### src/rtl/blink_code_pkg.sv
// Shared state encoding and default timing for the blink-code transmitter.
// The defaults give 1 ms ticks at 125 MHz.
package blink_code_pkg;

    typedef enum logic [1:0] {
        IDLE = 2'd0,
        ON   = 2'd1,
        OFF  = 2'd2,
        GAP  = 2'd3
    } state_t;

    localparam int unsigned DEF_TICK_DIV  = 125000;
    localparam int unsigned DEF_ON_TICKS  = 200;
    localparam int unsigned DEF_OFF_TICKS = 200;
    localparam int unsigned DEF_GAP_TICKS = 1000;
    localparam int unsigned DEF_VAL_W     = 3;

    function automatic int unsigned max3(input int unsigned a, input int unsigned b,
                                         input int unsigned c);
        int unsigned m;
        m = (a > b) ? a : b;
        return (m > c) ? m : c;
    endfunction

endpackage

### src/rtl/blink_code_tx_if.sv
// Code handshake between a sender of blink codes and the transmitter.
interface blink_code_tx_if #(
    parameter int unsigned VAL_W = 3
);
    logic [VAL_W-1:0] code;
    logic             code_valid;
    logic             code_ready;

    modport master (output code, output code_valid, input  code_ready);
    modport slave  (input  code, input  code_valid, output code_ready);
endinterface

### src/rtl/blink_code_tx_tick_prescaler.sv
// Free-running divider that strobes tick for one cycle every DIV enabled cycles.
module tick_prescaler #(
    parameter int unsigned DIV = 4
) (
    input  logic clk,
    input  logic rst_n,
    input  logic clear,
    input  logic enable,
    output logic tick
);
    localparam int unsigned   PW   = (DIV > 1) ? $clog2(DIV) : 1;
    localparam logic [PW-1:0] LAST = PW'(DIV - 1);

    logic [PW-1:0] cnt;

    assign tick = enable && !clear && (cnt == LAST);

    always_ff @(posedge clk) begin
        // NOTE: sequential state uses non-blocking assignments so every register
        // samples pre-edge values regardless of process ordering.
        if (!rst_n || clear) begin
            cnt <= '0;
        end else if (enable) begin
            cnt <= tick ? '0 : cnt + 1'b1;
        end
    end
endmodule

### src/rtl/blink_code_tx.sv
// Emits an accepted code N as N LED pulses followed by a dark gap, one code per frame.
module blink_code_tx
    import blink_code_pkg::*;
#(
    parameter int unsigned TICK_DIV  = DEF_TICK_DIV,
    parameter int unsigned ON_TICKS  = DEF_ON_TICKS,
    parameter int unsigned OFF_TICKS = DEF_OFF_TICKS,
    parameter int unsigned GAP_TICKS = DEF_GAP_TICKS,
    parameter int unsigned VAL_W     = DEF_VAL_W
) (
    input  logic            CLK_IN,
    input  logic            CPU_RESETN,
    blink_code_tx_if.slave  bus,
    output logic            led_out,
    output logic            busy,
    output logic            done
);
    localparam int unsigned TW = $clog2(max3(ON_TICKS, OFF_TICKS, GAP_TICKS)) + 1;

    state_t           state, state_next;
    logic             tick, accept, last_tick, idle;
    logic [TW-1:0]    tick_cnt, tick_last;
    logic [VAL_W-1:0] blink_cnt, blink_dec;
    logic             led_d, busy_d, ready_d, done_d;

    assign idle      = (state == IDLE);
    assign accept    = bus.code_valid && bus.code_ready;
    assign blink_dec = blink_cnt - 1'b1;

    // The prescaler is held clear while idle, so every frame starts on a fresh tick phase.
    tick_prescaler #(.DIV(TICK_DIV)) u_prescaler (
        .clk    (CLK_IN),
        .rst_n  (CPU_RESETN),
        .clear  (idle),
        .enable (!idle),
        .tick   (tick)
    );

    always_comb begin
        unique case (state)
            ON:      tick_last = TW'(ON_TICKS - 1);
            OFF:     tick_last = TW'(OFF_TICKS - 1);
            default: tick_last = TW'(GAP_TICKS - 1);
        endcase
    end

    assign last_tick = tick && (tick_cnt == tick_last);

    always_ff @(posedge CLK_IN) begin
        if (!CPU_RESETN) begin
            state          <= IDLE;
            led_out        <= 1'b0;
            busy           <= 1'b0;
            done           <= 1'b0;
            bus.code_ready <= 1'b1;
        end else begin
            state          <= state_next;
            led_out        <= led_d;
            busy           <= busy_d;
            done           <= done_d;
            bus.code_ready <= ready_d;
        end
    end

    always_comb begin
        // NOTE: defaulting every combinational output first keeps paths that
        // don't assign it from inferring a latch.
        state_next = state;
        unique case (state)
            IDLE: if (accept) state_next = (bus.code != '0) ? ON : GAP;
            ON:   if (last_tick) state_next = OFF;
            OFF:  if (last_tick) state_next = (blink_dec != '0) ? ON : GAP;
            GAP:  if (last_tick) state_next = IDLE;
            default: state_next = IDLE;
        endcase
    end

    always_comb begin
        led_d   = (state_next == ON);
        busy_d  = (state_next != IDLE);
        ready_d = (state_next == IDLE);
        done_d  = (state == GAP) && (state_next == IDLE);
    end

    // Tick counter restarts on every state entry because entries only happen on last_tick.
    always_ff @(posedge CLK_IN) begin
        if (!CPU_RESETN) begin
            tick_cnt  <= '0;
            blink_cnt <= '0;
        end else begin
            if (idle || last_tick) begin
                tick_cnt <= '0;
            end else if (tick) begin
                tick_cnt <= tick_cnt + 1'b1;
            end

            if (accept) begin
                blink_cnt <= bus.code;
            end else if ((state == OFF) && last_tick) begin
                blink_cnt <= blink_dec;
            end
        end
    end
endmodule

### src/flat_wrapper.sv
// flat-port wrapper written by rule: the top's interface ports become plain ports
module blink_code_tx_flat import blink_code_pkg::*;
#(
    parameter int unsigned TICK_DIV  = DEF_TICK_DIV,
    parameter int unsigned ON_TICKS  = DEF_ON_TICKS,
    parameter int unsigned OFF_TICKS = DEF_OFF_TICKS,
    parameter int unsigned GAP_TICKS = DEF_GAP_TICKS,
    parameter int unsigned VAL_W     = DEF_VAL_W
)
  (CLK_IN, CPU_RESETN, led_out, busy, done, bus_code, bus_code_valid, bus_code_ready);
  blink_code_tx_if #(.VAL_W(VAL_W)) bus_i ();
  input  logic CLK_IN;
  input  logic CPU_RESETN;
  output logic led_out;
  output logic busy;
  output logic done;
  input wire logic [$bits(bus_i.code)-1:0] bus_code;
  input wire logic [$bits(bus_i.code_valid)-1:0] bus_code_valid;
  output wire logic [$bits(bus_i.code_ready)-1:0] bus_code_ready;
  assign bus_i.code = bus_code;
  assign bus_i.code_valid = bus_code_valid;
  assign bus_code_ready = bus_i.code_ready;
  blink_code_tx #(.TICK_DIV(TICK_DIV), .ON_TICKS(ON_TICKS), .OFF_TICKS(OFF_TICKS), .GAP_TICKS(GAP_TICKS), .VAL_W(VAL_W)) u_core (.CLK_IN(CLK_IN), .CPU_RESETN(CPU_RESETN), .bus(bus_i), .led_out(led_out), .busy(busy), .done(done));
endmodule
### config.mk
export PLATFORM = sky130hd
export DESIGN_NAME = blink_code_tx_flat
export DESIGN_NICKNAME = d
export VERILOG_FILES = /design/src/rtl/blink_code_pkg.sv /design/src/rtl/blink_code_tx_if.sv /design/src/rtl/blink_code_tx_tick_prescaler.sv /design/src/rtl/blink_code_tx.sv /design/src/flat_wrapper.sv
export SDC_FILE = /design/constraint.sdc
export NUM_CORES = 1
export LEC_CHECK = 0
export CAP_MARGIN = 20
export CORE_MARGIN = 5
export CORE_UTILIZATION = 25
export CTS_CLUSTER_SIZE = 40
export DETAILED_ROUTE_END_ITERATION = 12
export GPL_ROUTABILITY_DRIVEN = 0
export PLACE_DENSITY = 0.42
export SYNTH_ARGS = -nofsm -noshare
export SYNTH_HDL_FRONTEND = slang
export SYNTH_SLANG_ARGS = --single-unit
### constraint.sdc
create_clock -name CLK_IN -period 2.3 [get_ports CLK_IN]
set_input_delay 0.575 -clock CLK_IN [delete_from_list [all_inputs] [get_ports CLK_IN]]
set_output_delay 0.575 -clock CLK_IN [all_outputs]
set_load 0.02 [all_outputs]
# After elaboration in Yosys (flattened, before gate mapping)

Index checks and enable logic that the tools add are counted.

Add/subtract/negate cells: 3
Eq/ne operators: 6
Mux-type cells: 11
Bitwise gates (word level): 1
Reduce and logical (&&, ||, !) cells: 17

Operators by type and width:

| operator                | count |
|---|---|
| $add A17 B1 Y17 const B | 1 |
| $eq A17 B17 Y1 const B  | 1 |
| $mux W17                | 1 |
| $mux W2                 | 6 |
| $add A11 B1 Y11 const B | 1 |
| $eq A11 B10 Y1          | 1 |
| $mux W10                | 1 |
| $pmux W2 S4             | 1 |
| $mux W3                 | 2 |
| $reduce_bool A3 Y1      | 2 |
| $logic_and A1 B1 Y1     | 5 |
| $eq A2 B1 Y1 const B    | 2 |
| $eq A2 B2 Y1 const B    | 2 |
| $logic_not A2 Y1        | 2 |
| $reduce_bool A2 Y1      | 2 |
| $reduce_or A2 Y1        | 2 |
| $sub A3 B1 Y3 const B   | 1 |
| $logic_not A1 Y1        | 2 |
| $logic_or A1 B1 Y1      | 2 |
| $not A1 Y1              | 1 |

Register bits after elaboration: 37
Input bits: 6

# Logic depth before layout (Yosys ltp)

Word-level depth: 9
Gate-level depth with buffers: 8
Mapped depth without buffers: 7

# Cells and area by module

Synthesis repeated with hierarchy kept, for this count alone.

Cell total of the unflattened synthesis: 200
Area total of the unflattened synthesis: 1810.5 µm²

Modules (own cells, without submodules):

| module         | instances | cells each | area an instance (µm²) | sequential area each (µm²) |
|---|---|---|---|---|
| blink_code_tx  | 1         | 109        | 1002.2                 | 400.4 |
| tick_prescaler | 1         | 91         | 808.3                  | 340.3 |

# Worst setup path after synthesis

OpenSTA, ideal clock, no wires.

Path type: register -> register
Start: register u_core.state[1]
End: register u_core.blink_cnt[2]
Library setup time: 74 ps
Arrival time: 2346 ps
Data required time: 2226 ps
Path slack: -121 ps
Cell stages (with the launch flop): 8
Cell sequence: dfxtp_1 -> inv_1 -> ha_1 -> or4b_4 -> a2111oi_4 -> nand4_4 -> or4_1 -> a31oi_1

Cells in the longest elaborated chain, start to end: 7
Elaborated cells between the ends (all ways): 11

Ends and longest elaborated chain:

| element                                      | RTL line                                 | text |
|---|---|---|
| start: declaration                           | blink_code_tx.sv:20                      | `state_t state, state_next;` |
| start signal: assignment                     | blink_code_tx.sv:57                      | `state <= state_next;` |
| $eq A2 B1 Y1 or $eq A2 B2 Y1 (tied branches) | blink_code_tx.sv:40, blink_code_tx.sv:99 |  |
| $reduce_or A2 Y1 (no line)                   | n/a                                      |  |
| $mux W10                                     | blink_code_tx.sv:40                      | `unique case (state)` |
| $eq A11 B10 Y1                               | blink_code_tx.sv:47                      | `assign last_tick = tick && (tick_cnt == tick_last);` |
| $logic_and A1 B1 Y1                          | blink_code_tx.sv:47                      |  |
| $logic_and A1 B1 Y1 *                        | blink_code_tx.sv:99                      | `end else if ((state == OFF) && last_tick) begin` |
| $reduce_bool A2 Y1 (no line) *               | n/a                                      |  |
| end signal: assignment                       | blink_code_tx.sv:98                      | `blink_cnt <= bus.code;` |
| end signal: assignment                       | blink_code_tx.sv:100                     | `blink_cnt <= blink_dec;` |
| end: declaration                             | blink_code_tx.sv:23                      | `logic [VAL_W-1:0] blink_cnt, blink_dec;` |

Mark *: on every way between the ends. The rest lies on a longest branch, timed or not.
A chain may end at the register's enable or synchronous reset.

# Worst setup path in the final report

Start: register u_core.state[0]
End: register u_core.led_out

Cells in the longest elaborated chain, start to end: 8
Elaborated cells between the ends (all ways): 16

Ends and longest elaborated chain:

| element                                      | RTL line                                                      | text |
|---|---|---|
| $eq A2 B1 Y1 or $eq A2 B2 Y1 (tied branches) | blink_code_tx.sv:40, blink_code_tx.sv:69                      |  |
| $reduce_or A2 Y1 (no line)                   | n/a                                                           |  |
| $mux W10                                     | blink_code_tx.sv:40                                           |  |
| $eq A11 B10 Y1                               | blink_code_tx.sv:47                                           |  |
| $logic_and A1 B1 Y1                          | blink_code_tx.sv:47                                           |  |
| $mux W2, on equally long branches            | blink_code_tx.sv:73, blink_code_tx.sv:71, blink_code_tx.sv:72 |  |
| $pmux W2 S4 *                                | blink_code_tx.sv:69                                           | `unique case (state)` |
| $eq A2 B1 Y1 *                               | blink_code_tx.sv:79                                           | `led_d = (state_next == ON);` |
| end signal: assignment                       | blink_code_tx.sv:58                                           | `led_out <= led_d;` |
| end: declaration                             | blink_code_tx.sv:14                                           | `output logic led_out,` |

Marks and branches as above.

==> metrics.md <==
| Metric | Value |
|---|---|
| Starting DRT DRC Count | 45 |
| Register area share after synthesis | 39.2% |
| CTS tree | done |
| Fin. Hold Viols | 0 |
| Die footprint | around 0.0094 mm^2 |
| Cell taking the most area after synthesis | dfxtp_1 |
| Clock sinks | 37 |
| Worst EP arrival | 2.52 ns |
| Largest net degree at the start of global routing | 17 |
| Count of input and output buffers | 9 |
| Layout Cells excl Fill | around 350 |
| Met2 WL | 1.86 mm |
| Worst-path clk slew | ~0.080 ns |
| Clock Power Share | 43.2% |
| #FFs+latches synth | 37 |
| Violated checks | setup timing |
| First-pass GRT wire length | around 7.2 mm |
| Vias in the first global route | 1576 |
| Final setup margin | -0.0338 ns |
| Final Cell Area | about 0.0025 mm^2 |
| Switching share of power | between 20 and 25% |
| Post-synth top area share | 39.2% |
| Final min period | roughly 2.3 ns |
| Synth warnings | 0 |
| Root buffer cell | clkbuf_8 |
| CP endpoint kind | register |
| Top Layer Used | met4 |
| CTS H-tree lvls | 2 |
| Via count | between 1500 and 2000 |
| Mapped Area | roughly 0.0019 mm^2 |
| Crit share post-route | 101% |
| Gate power share | 13.5% |
| Clock Latency Late Sink | between 0.2 and 0.3 ns |
| Total nets after synthesis | around 230 |
| Nets | between 200 and 300 |
| Setup TNS after final layout | -0.0529 ns |
| Sequential share of power | roughly 43% |
| Max Clock Skew | 0.00666 ns |
| Mean Syn Cell Area | 8.83 um^2 |
| N_diodes | 0 |
| Fin. max-slew vios | 0 |
| Max-slew headroom | between 70 and 80% |
| Synth Instances | ~210 |
| Row count | 31 |
| Crit path max fanout | 3 |
| Yosys cell types | 42 |
| Status | finished, violations left |
| Die height | around 97 um |
| Antenna-violating nets left | 0 |
| Top-count cell post-synth | dfxtp_1 |
| Met3 Wirelength | just over 100 um |
| Total of max-cap violations | 0 |
| Post-synth top flop | dfxtp_1 |
| Final Setup Violations | 3 |
| Initial Util | between 20% and 30% |
| Largest cells by area after synthesis | dfxtp_1 (39%), xor2_1 (8.3%), nor2_1 (6.4%) |
| Layout area overhead | 32.3% |
| Detailed Routing Iterations Pass 1 | 4 |
| Post-synth top cells | dfxtp_1 (37), nor2_1 (32), xor2_1 (18) |
| GR Overflow Total | 0 |
| Crit Path Category | register to register |
| # hold bufs at CTS | 0 |
| Worst Path Required | between 2 and 2.5 ns |
| Dpl cells | 341 |
| Max VDD drop | approximately 0.00025 V |
| Power Internal | between 1 and 1.5 mW |
| Met1 wire length | 2.08 mm |
| Initial antenna violation count | 0 |
| Post-synthesis async set-or-reset flop share | 0% |
| Leak Pwr | 0.882 nW |
| Switch Pwr | roughly 340 uW |
| Worst-Margin Slew | roughly 0.37 ns |
| DRC | 0 |
| Critical Path Source Type | register |
| Placeable core area | between 0.007 and 0.008 mm^2 |
| Num CTS Buffers | 5 |
| RSZ-0062 raised after global routing | true |
| Die Width | slightly below 100 um |
| Dpl hpwl | roughly 3 mm |
| Fmax | between 400 and 500 MHz |
| Power per cell area | about 600 mW/mm^2 |
| Clock buffer depth | 2 |
| Dpl cell area | around 0.0023 mm^2 |
| I/O pins | 10 |
| Wire per inst | 11.5 um |
| Layout cells sized above 1 | roughly a fifth |
| Final core occ | 34.3% |
| Number of flops mapped to enable cells by yosys | 0 |
| Post-Route WL | 4.06 mm |
| Vias/cell | around 4.5 |
| Fillers | between 800 and 900 |
| Worst Hold Class | register to register |
| Global Route Usage Sum | under 10% |
## critical path: stages, from the launching register on
cell and delay, ns:
dfxtp_2 0.34, inv_2 0.05, ha_4 0.26, or4b_4 0.46, a2111oi_4 0.41, nand4_1 0.22
mux2i_2 0.22, a2111oi_2 0.28
## layer usage
metal	track usage, %	vias up
li1	-	835
met1	11.5	729
met2	14.9	13
met3	2.52	2
met4	2.27	0
met5	0	-
## final timing paths
check,slack (ns),to,startpoint,cells past startpoint
hold reg to reg,0.48,u_core.tick_cnt[1]$_SDFFE_PP0N_,u_core.tick_cnt[1]$_SDFFE_PP0N_,2
hold / removal,0.48,u_core.tick_cnt[1]$_SDFFE_PP0N_,u_core.tick_cnt[1]$_SDFFE_PP0N_,2
setup / recovery,-0.03,u_core.led_out$_SDFF_PN0_,u_core.state[0]$_SDFF_PN0_,7
setup reg to reg,-0.03,u_core.led_out$_SDFF_PN0_,u_core.state[0]$_SDFF_PN0_,7
## sequential cells by signal, indices dropped and copies added (netlist names)
name and flops:
u_core.u_prescaler.cnt 17, u_core.tick_cnt 11, u_core.blink_cnt 3, u_core.state 2, u_core.bus.code_ready 1, u_core.busy 1, u_core.done 1, u_core.led_out 1
## area by class of cell
| cell class | count | area [um^2] | area share, % |
|---|---|---|---|
| Tap cell | 99 | 124 | 4.96 |
| Multi-Input combinational cell | 164 | 1140 | 45.6 |
| Timing Repair Buffer | 37 | 325 | 13.0 |
| Sequential cell | 37 | 743 | 29.7 |
| Inverter | 9 | 33.8 | 1.35 |
| Clock buffer | 5 | 68.8 | 2.75 |
| Clock inverter | 3 | 65.1 | 2.60 |
## stage by stage
step                      power (mW)  worst slack [ns]  hold WS [ns]
after CTS                       1.56            -0.110         0.480
after detailed placement       0.862            -0.125         0.469
after global placement         0.865           -0.0462         0.448
after floorplan                0.785           -0.0179         0.430
final                           1.54           -0.0338         0.475
after global routing            1.62            -0.137         0.509
## cells in the final DEF (no fill, tap or decap), drive strengths merged, types with 4 or more instances in the layout
cell type      Yosys  final
buf                1     28
clkbuf             3      5
and2               4      4
nand4b             4      4
nand4              8      8
o21ai              5      5
a21oi              4      4
dfxtp             37     37
ha                 8      8
nand2             14     14
inv                9      9
clkdlybuf4s50      0      9
nand3             15     15
xor2              18     18
xnor2              7      7
nor3               6      6
and3               8      8
nor2              32     32
## logic make-up (layout without fill, tap and decap cells)
logic type	Yosys count	after routing	synth area share [%]
simple gates	108	108	31.7
flops	37	37	39.2
xor+xnor	25	25	11.6
compound gates	21	21	8.54
buf+inv	13	54	2.65
fa+ha+maj	8	8	5.30
mux	2	2	1.06
## what timing repair did
action | in CTS | in global routing
setup buffers | 3 | 2
setup endpoints to repair | 18 | 20
pin swaps | 5 | 5
gates resized for setup | 8 | 2
## power groups by stage
stage | registers (mW) | logic, mW | clock network, mW
finish | 0.666 | 0.208 | 0.665
global route | 0.668 | 0.228 | 0.719
CTS | 0.667 | 0.200 | 0.694
detailed placement | 0.681 | 0.181 | 0
global placement | 0.680 | 0.185 | 0
floorplan | 0.689 | 0.0968 | 0
No activity file was read; power rests on OpenSTA's default activity.
